## src/rtl/seq_alu_if.sv

```systemverilog
// Request/response bus for seq_alu: operand/opcode request in, busy/done/result back.
interface seq_alu_if #(
    parameter int unsigned WORDSIZE = 32,
    parameter int unsigned OPSIZE   = 5
);
    logic                start;
    logic [WORDSIZE-1:0] a;
    logic [WORDSIZE-1:0] b;
    logic [OPSIZE-1:0]   op;
    logic                busy;
    logic                done;
    logic [WORDSIZE-1:0] r;

    modport master (output start, a, b, op, input busy, done, r);
    modport slave  (input start, a, b, op, output busy, done, r);
endinterface

```

## src/rtl/seq_alu.sv

```systemverilog
// Sequential ALU: single-cycle logic/arith/shift ops plus bit-serial multiply and
// optional restoring divide (enabled by defining SEQ_ALU_DIV_EN).
module seq_alu #(
    parameter int unsigned WORDSIZE = 32,
    parameter int unsigned OPSIZE   = 5
) (
    input  logic        clk,
    input  logic        rst,
    seq_alu_if.slave    bus
);
    localparam int unsigned W  = WORDSIZE;
    localparam int unsigned W2 = 2 * WORDSIZE;
    localparam int unsigned SW = $clog2(WORDSIZE);
    localparam int unsigned CW = $clog2(WORDSIZE + 1);

    localparam logic [OPSIZE-1:0] OP_ADD   = OPSIZE'(0);
    localparam logic [OPSIZE-1:0] OP_SUB   = OPSIZE'(1);
    localparam logic [OPSIZE-1:0] OP_SLL   = OPSIZE'(3);
    localparam logic [OPSIZE-1:0] OP_SRL   = OPSIZE'(4);
    localparam logic [OPSIZE-1:0] OP_SRA   = OPSIZE'(5);
    localparam logic [OPSIZE-1:0] OP_SLTU  = OPSIZE'(6);
    localparam logic [OPSIZE-1:0] OP_SLT   = OPSIZE'(7);
    localparam logic [OPSIZE-1:0] OP_OR    = OPSIZE'(8);
    localparam logic [OPSIZE-1:0] OP_AND   = OPSIZE'(9);
    localparam logic [OPSIZE-1:0] OP_XOR   = OPSIZE'(10);
    localparam logic [OPSIZE-1:0] OP_SHL12 = OPSIZE'(11);
    localparam logic [OPSIZE-1:0] OP_MUL   = OPSIZE'(12);
    localparam logic [OPSIZE-1:0] OP_MULH  = OPSIZE'(13);
    localparam logic [OPSIZE-1:0] OP_MULHU = OPSIZE'(14);
`ifdef SEQ_ALU_DIV_EN
    localparam logic [OPSIZE-1:0] OP_DIV   = OPSIZE'(15);
    localparam logic [OPSIZE-1:0] OP_DIVU  = OPSIZE'(16);
    localparam logic [OPSIZE-1:0] OP_REM   = OPSIZE'(17);
    localparam logic [OPSIZE-1:0] OP_REMU  = OPSIZE'(18);
`endif

    typedef enum logic [1:0] {IDLE, RUN, FIN} state_t;

    state_t            state, state_n;
    logic [CW-1:0]     cnt, cnt_n;
    logic [W2-1:0]     acc, acc_n;
    logic [W-1:0]      mc, mc_n;
    logic [W-1:0]      a_q, a_n;
    logic [W-1:0]      b_q, b_n;
    logic [OPSIZE-1:0] op_q, op_n;
    logic              busy_q, busy_n;
    logic              done_q, done_n;
    logic [W-1:0]      r_q, r_n;

    function automatic logic [W-1:0] mag(input logic [W-1:0] x);
        return x[W-1] ? (W'(0) - x) : x;
    endfunction

    function automatic logic is_iter(input logic [OPSIZE-1:0] o);
        logic res;
        case (o)
            OP_MUL, OP_MULH, OP_MULHU: res = 1'b1;
`ifdef SEQ_ALU_DIV_EN
            OP_DIV, OP_DIVU, OP_REM, OP_REMU: res = 1'b1;
`endif
            default: res = 1'b0;
        endcase
        return res;
    endfunction

    // Ops that run on operand magnitudes and need sign correction in FIN.
    function automatic logic is_signed_iter(input logic [OPSIZE-1:0] o);
`ifdef SEQ_ALU_DIV_EN
        return (o == OP_MULH) || (o == OP_DIV) || (o == OP_REM);
`else
        return (o == OP_MULH);
`endif
    endfunction

    function automatic logic [W-1:0] alu1(input logic [OPSIZE-1:0] o,
                                          input logic [W-1:0] x,
                                          input logic [W-1:0] y);
        logic [SW-1:0] sh;
        logic [W-1:0]  res;
        sh = y[SW-1:0];
        case (o)
            OP_ADD:   res = x + y;
            OP_SUB:   res = x - y;
            OP_SLL:   res = x << sh;
            OP_SRL:   res = x >> sh;
            OP_SRA:   res = W'($signed(x) >>> sh);
            OP_SLTU:  res = W'(x < y);
            OP_SLT:   res = W'($signed(x) < $signed(y));
            OP_OR:    res = x | y;
            OP_AND:   res = x & y;
            OP_XOR:   res = x ^ y;
            OP_SHL12: res = x << 12;
            default:  res = '0;
        endcase
        return res;
    endfunction

`ifdef SEQ_ALU_DIV_EN
    function automatic logic [W-1:0] neg_if(input logic n, input logic [W-1:0] x);
        return n ? (W'(0) - x) : x;
    endfunction
`endif

    function automatic logic [W-1:0] fin_result(input logic [OPSIZE-1:0] o,
                                                input logic [W2-1:0] p,
                                                input logic [W-1:0] x,
                                                input logic [W-1:0] y);
        logic [W2-1:0] ps;
        logic [W-1:0]  res;
        ps = (x[W-1] ^ y[W-1]) ? (W2'(0) - p) : p;
        case (o)
            OP_MUL:   res = p[W-1:0];
            OP_MULH:  res = W'(ps >> W);
            OP_MULHU: res = p[W2-1:W];
`ifdef SEQ_ALU_DIV_EN
            OP_DIV:   res = (y == '0) ? '1 : neg_if(x[W-1] ^ y[W-1], p[W-1:0]);
            OP_DIVU:  res = p[W-1:0];
            OP_REM:   res = (y == '0) ? x : neg_if(x[W-1], p[W2-1:W]);
            OP_REMU:  res = p[W2-1:W];
`endif
            default:  res = '0;
        endcase
        return res;
    endfunction

    // Shift-add step: acc = {partial product, remaining multiplier bits}.
    logic [W:0] mul_sum;
    assign mul_sum = {1'b0, acc[W2-1:W]} + (acc[0] ? {1'b0, mc} : (W+1)'(0));

`ifdef SEQ_ALU_DIV_EN
    // Restoring step: acc = {partial remainder, dividend/quotient}.
    logic [W:0]   div_sh;
    logic [W-1:0] div_diff;
    logic         div_ge;
    assign div_sh   = {acc[W2-1:W], acc[W-1]};
    assign div_ge   = (div_sh >= {1'b0, mc});
    assign div_diff = W'(div_sh - {1'b0, mc});
`endif

    always_comb begin
        state_n = state;
        cnt_n   = cnt;
        acc_n   = acc;
        mc_n    = mc;
        a_n     = a_q;
        b_n     = b_q;
        op_n    = op_q;
        busy_n  = busy_q;
        done_n  = 1'b0;
        r_n     = r_q;
        case (state)
            IDLE: begin
                if (bus.start) begin
                    if (is_iter(bus.op)) begin
                        state_n = RUN;
                        busy_n  = 1'b1;
                        cnt_n   = '0;
                        a_n     = bus.a;
                        b_n     = bus.b;
                        op_n    = bus.op;
                    end else begin
                        r_n    = alu1(bus.op, bus.a, bus.b);
                        done_n = 1'b1;
                    end
                end
            end
            RUN: begin
                if (cnt == '0) begin
                    acc_n = {W'(0), is_signed_iter(op_q) ? mag(a_q) : a_q};
                    mc_n  = is_signed_iter(op_q) ? mag(b_q) : b_q;
`ifdef SEQ_ALU_DIV_EN
                end else if (op_q != OP_MUL && op_q != OP_MULH && op_q != OP_MULHU) begin
                    acc_n = div_ge ? {div_diff, acc[W-2:0], 1'b1}
                                   : {div_sh[W-1:0], acc[W-2:0], 1'b0};
`endif
                end else begin
                    acc_n = {mul_sum, acc[W-1:1]};
                end
                cnt_n = cnt + CW'(1);
                if (cnt == CW'(W)) begin
                    state_n = FIN;
                end
            end
            FIN: begin
                state_n = IDLE;
                busy_n  = 1'b0;
                done_n  = 1'b1;
                r_n     = fin_result(op_q, acc, a_q, b_q);
            end
            default: state_n = IDLE;
        endcase
    end

    always_ff @(posedge clk) begin
        if (rst) begin
            state  <= IDLE;
            cnt    <= '0;
            acc    <= '0;
            mc     <= '0;
            a_q    <= '0;
            b_q    <= '0;
            op_q   <= '0;
            busy_q <= 1'b0;
            done_q <= 1'b0;
            r_q    <= '0;
        end else begin
            state  <= state_n;
            cnt    <= cnt_n;
            acc    <= acc_n;
            mc     <= mc_n;
            a_q    <= a_n;
            b_q    <= b_n;
            op_q   <= op_n;
            busy_q <= busy_n;
            done_q <= done_n;
            r_q    <= r_n;
        end
    end

    assign bus.busy = busy_q;
    assign bus.done = done_q;
    assign bus.r    = r_q;
endmodule
```

## src/flat_wrapper.sv

```systemverilog
// flat-port wrapper written by rule: the top's interface ports become plain ports
module seq_alu_flat 
#(
    parameter int unsigned WORDSIZE = 32,
    parameter int unsigned OPSIZE   = 5
)
  (clk, rst, bus_start, bus_a, bus_b, bus_op, bus_busy, bus_done, bus_r);
  seq_alu_if #(.WORDSIZE(WORDSIZE), .OPSIZE(OPSIZE)) bus_i ();
  input  logic clk;
  input  logic rst;
  input wire logic [$bits(bus_i.start)-1:0] bus_start;
  input wire logic [$bits(bus_i.a)-1:0] bus_a;
  input wire logic [$bits(bus_i.b)-1:0] bus_b;
  input wire logic [$bits(bus_i.op)-1:0] bus_op;
  output wire logic [$bits(bus_i.busy)-1:0] bus_busy;
  output wire logic [$bits(bus_i.done)-1:0] bus_done;
  output wire logic [$bits(bus_i.r)-1:0] bus_r;
  assign bus_i.start = bus_start;
  assign bus_i.a = bus_a;
  assign bus_i.b = bus_b;
  assign bus_i.op = bus_op;
  assign bus_busy = bus_i.busy;
  assign bus_done = bus_i.done;
  assign bus_r = bus_i.r;
  seq_alu #(.WORDSIZE(WORDSIZE), .OPSIZE(OPSIZE)) u_core (.clk(clk), .rst(rst), .bus(bus_i));
endmodule
```

## config.mk

```make
export PLATFORM = sky130hd
export DESIGN_NAME = seq_alu_flat
export DESIGN_NICKNAME = d
export VERILOG_FILES = /design/src/rtl/seq_alu_if.sv /design/src/rtl/seq_alu.sv /design/src/flat_wrapper.sv
export SDC_FILE = /design/constraint.sdc
export NUM_CORES = 1
export LEC_CHECK = 0
export CAP_MARGIN = 30
export CORE_ASPECT_RATIO = 1.75
export CORE_MARGIN = 10
export CORE_UTILIZATION = 60
export DETAILED_ROUTE_END_ITERATION = 6
export GPL_TIMING_DRIVEN = 1
export PLACE_DENSITY = 0.8
export SYNTH_ARGS = -nofsm -noshare
export SYNTH_HDL_FRONTEND = slang
export SYNTH_SLANG_ARGS = --single-unit
```

## constraint.sdc

```tcl
create_clock -name clk -period 9.35 [get_ports clk]
set_input_delay 1.87 -clock clk [delete_from_list [all_inputs] [get_ports clk]]
set_output_delay 1.87 -clock clk [all_outputs]
set_load 0.01 [all_outputs]
```

==> flow_metrics.py <==
metrics = {
    "status": {
        "status": "complete, but fails checks",
        "violations": "design-rule violations",
    },
    "synth": {
        "synth-warning-count": 0,
        "synth_area_leaders": "dfxtp_1 20%, ha_1 8.3%, a21oi_1 7.0%",
        "synth_cell_types": 101,
        "synth-edff-count": 0,
        "synth_top_area_share_pct": 19.7,
        "avgSynthCellArea_um2": 7.28,
        "synth.largest_area_cell": "dfxtp_1",
        "synth_ff_type": "dfxtp_1",
        "ys_ff_latch": 207,
        "syn_area_um2": 21100,
        "syn-num-nets": 3110,
        "async_flop_share_pct": 0,
        "seq_area_frac_synth_pct": 19.7,
        "syn-instance-count": 2895,
    },
    "setup_path": {
        "worstPathMaxFanout": 15,
        "critPathLaunchType": "primary input",
        "critical_path_class": "primary input to register",
        "cp.required_ns": 9.74,
        "end_kind": "register",
        "arrival_ns": 5.94,
    },
    "power_and_ir_drop": {
        "ir_drop_v": 0.0000998,
        "powerDensity_nw_per_um2": 111,
        "total_power_mw": 2.53,
        "leakagePower_nw": 8.73,
    },
    "global_routing": {
        "grt_max_degree": 79,
        "grt_pass1_vias": 23500,
        "track_usage_pct": 44.5,
        "antenna_found_initial": 1,
        "grt_pass1_wl_um": 147000,
        "overflow": 0,
    },
    "layout": {
        "nFillCells": 2941,
        "layout_common_cells": "371 x nand2_1, 306 x nor2_1, 293 x a21oi_1",
        "final_common_cell": "nand2_1",
        "nets": 3072,
        "drive_gt1_share_pct": 6.66,
        "areaGrowthSynthToFinish_pct": 8.12,
    },
    "clock_tree": {
        "tritoncts": "built",
        "cts.clk_slew.worst_paths_ns": 0.08,
        "cts_buffers": 18,
        "cts.sinks": 207,
        "h-tree-depth": 1,
        "ctsResizeCount": 0,
        "cts_max_path_buffers": 3,
        "cts_hold_buffers": 0,
        "clock-root-buffer": "clkbuf_16",
        "post-cts-setup-buffers": 0,
        "clk-insertion-delay-late_ns": 0.54,
    },
    "sta": {
        "hold_viol_final": 0,
        "layout_min_cycle_time_ns": 5.55,
        "finalCritPeriodShare_pct": 59.4,
        "relSlewSlack_pct": 22.3,
        "maxSlewViolCount": 0,
        "setup_violations": 0,
        "fmax_mhz": 180,
        "fin_skew_ns": 0.0261,
        "rsz0062_at_grt": "false",
        "fin_setup_tns_ns": 0,
        "tightest_slew_ns": 1.16,
    },
    "worst_hold_path": {
        "hp-class": "register to register",
    },
    "drt": {
        "first_pass_iters": 7,
        "drc": 1,
        "post_drt_wl_per_cell_um": 30.3,
        "drt_iter0_drc": 3193,
        "routed-via-count": 24300,
        "postRouteAntennaNets": 0,
        "routed_wirelength_um": 101000,
        "viasPerCell": 7.29,
    },
    "die": {
        "die_width_um": 162,
        "die_h_um": 268,
        "row_count": 90,
        "initial_utilization_pct": 61.0,
        "core-area_um2": 34600,
        "die_area_um2": 43300,
        "ios": 106,
    },
    "flow_run": {
        "maxCapViolCount": 0,
    },
    "placed_design": {
        "hpwlAfterDp_um": 75600,
        "io_buffers": 105,
        "gp_congestion": 1.20,
    },
}
cell families after synthesis:
family	synth area share (%)
mux	9.41
compound gates	29.0
fa+ha+maj	8.59
flops	19.7
buf+inv	6.84
simple gates	21.7
xor+xnor	4.86
cells in the mapped netlist (all sizes together), types with 51 or more instances:
cell type  number
xnor2          68
nand3          54
mux2i          82
o21ai         177
inv           127
buf            51
nand2         372
clkbuf        162
ha            140
a211oi         70
nor2          312
dfxtp         207
nor3           60
a21oi         294
cell type report:
cell class	count	area (µm²)	share of cell area [%]
Multi-Input combinational cell	2345	15500	68.2
Clock buffer	22	497	2.18
Sequential cell	207	4140	18.2
Tap cell	460	576	2.52
Clock inverter	9	105	0.461
Inverter	129	498	2.18
Antenna cell	1	2.50	0.0110
Timing Repair Buffer	156	1430	6.29
state kept, by name, indices dropped and copies added, names as in the netlist:
signal,flops
u_core.a_q,32
u_core.acc,64
u_core.b_q,32
u_core.bus.busy,1
u_core.bus.done,1
u_core.bus.r,32
u_core.cnt,6
u_core.mc,32
u_core.op_q,5
u_core.state,2
worst max-delay path, cell delays in order:
cell and delay (ns):
clkdlybuf4s50_1 0.87, inv_1 0.13, ha_1 0.48, o211ai_1 0.14, o21ai_1 0.34, o2111ai_1 0.29
o21ai_0 0.57, a21oi_1 0.24, o41ai_1 0.49, xnor2_1 0.11, a31oi_1 0.24, o2111ai_1 0.15
where the power goes:
| group | internal, mW | total, mW | switching, mW |
|---|---|---|---|
| Clock | 0.437 | 0.803 | 0.366 |
| Combinational | 0.262 | 0.809 | 0.547 |
| Sequential | 0.899 | 0.918 | 0.0195 |
| Total | 1.60 | 2.53 | 0.933 |
per-stage QoR:
stage | area, µm² | hold WS [ns] | utilization, % | setup WS, ns | cells
finish | 22800 | 0.463 | 65.9 | 3.80 | 3329
global route | 22800 | 0.481 | 65.9 | 3.65 | 3328
CTS | 22800 | 0.461 | 65.9 | 3.93 | 3327
detailed placement | 22200 | 0.440 | 64.2 | 3.41 | 3296
global placement | 22100 | 0.437 | 64.0 | 3.46 | 3291
floorplan | 21100 | 0.427 | - | 4.27 | 2895
metal layers:
layer  track usage [%]  vias to the layer above  wire (µm)
met5                 0                        -          0
met4              42.4                        0      11900
met3              9.68                      683      10700
met2              74.9                     1895      46500
met1              44.8                    11200      31700
li1                  -                    10500          -
final timing paths:
kind / startpoint / to / slack, ns / cells after the start
worst max-delay path: bus_a[3] / u_core.bus.r[23] / 3.80 / 12
worst min-delay path: u_core.mc[0] / u_core.mc[0] / 0.46 / 2
worst max register to register: u_core.acc[0] / u_core.acc[63] / 5.22 / 12
worst min register to register: u_core.mc[0] / u_core.mc[0] / 0.46 / 2
Note: power is estimated with default switching activity, not from simulation.
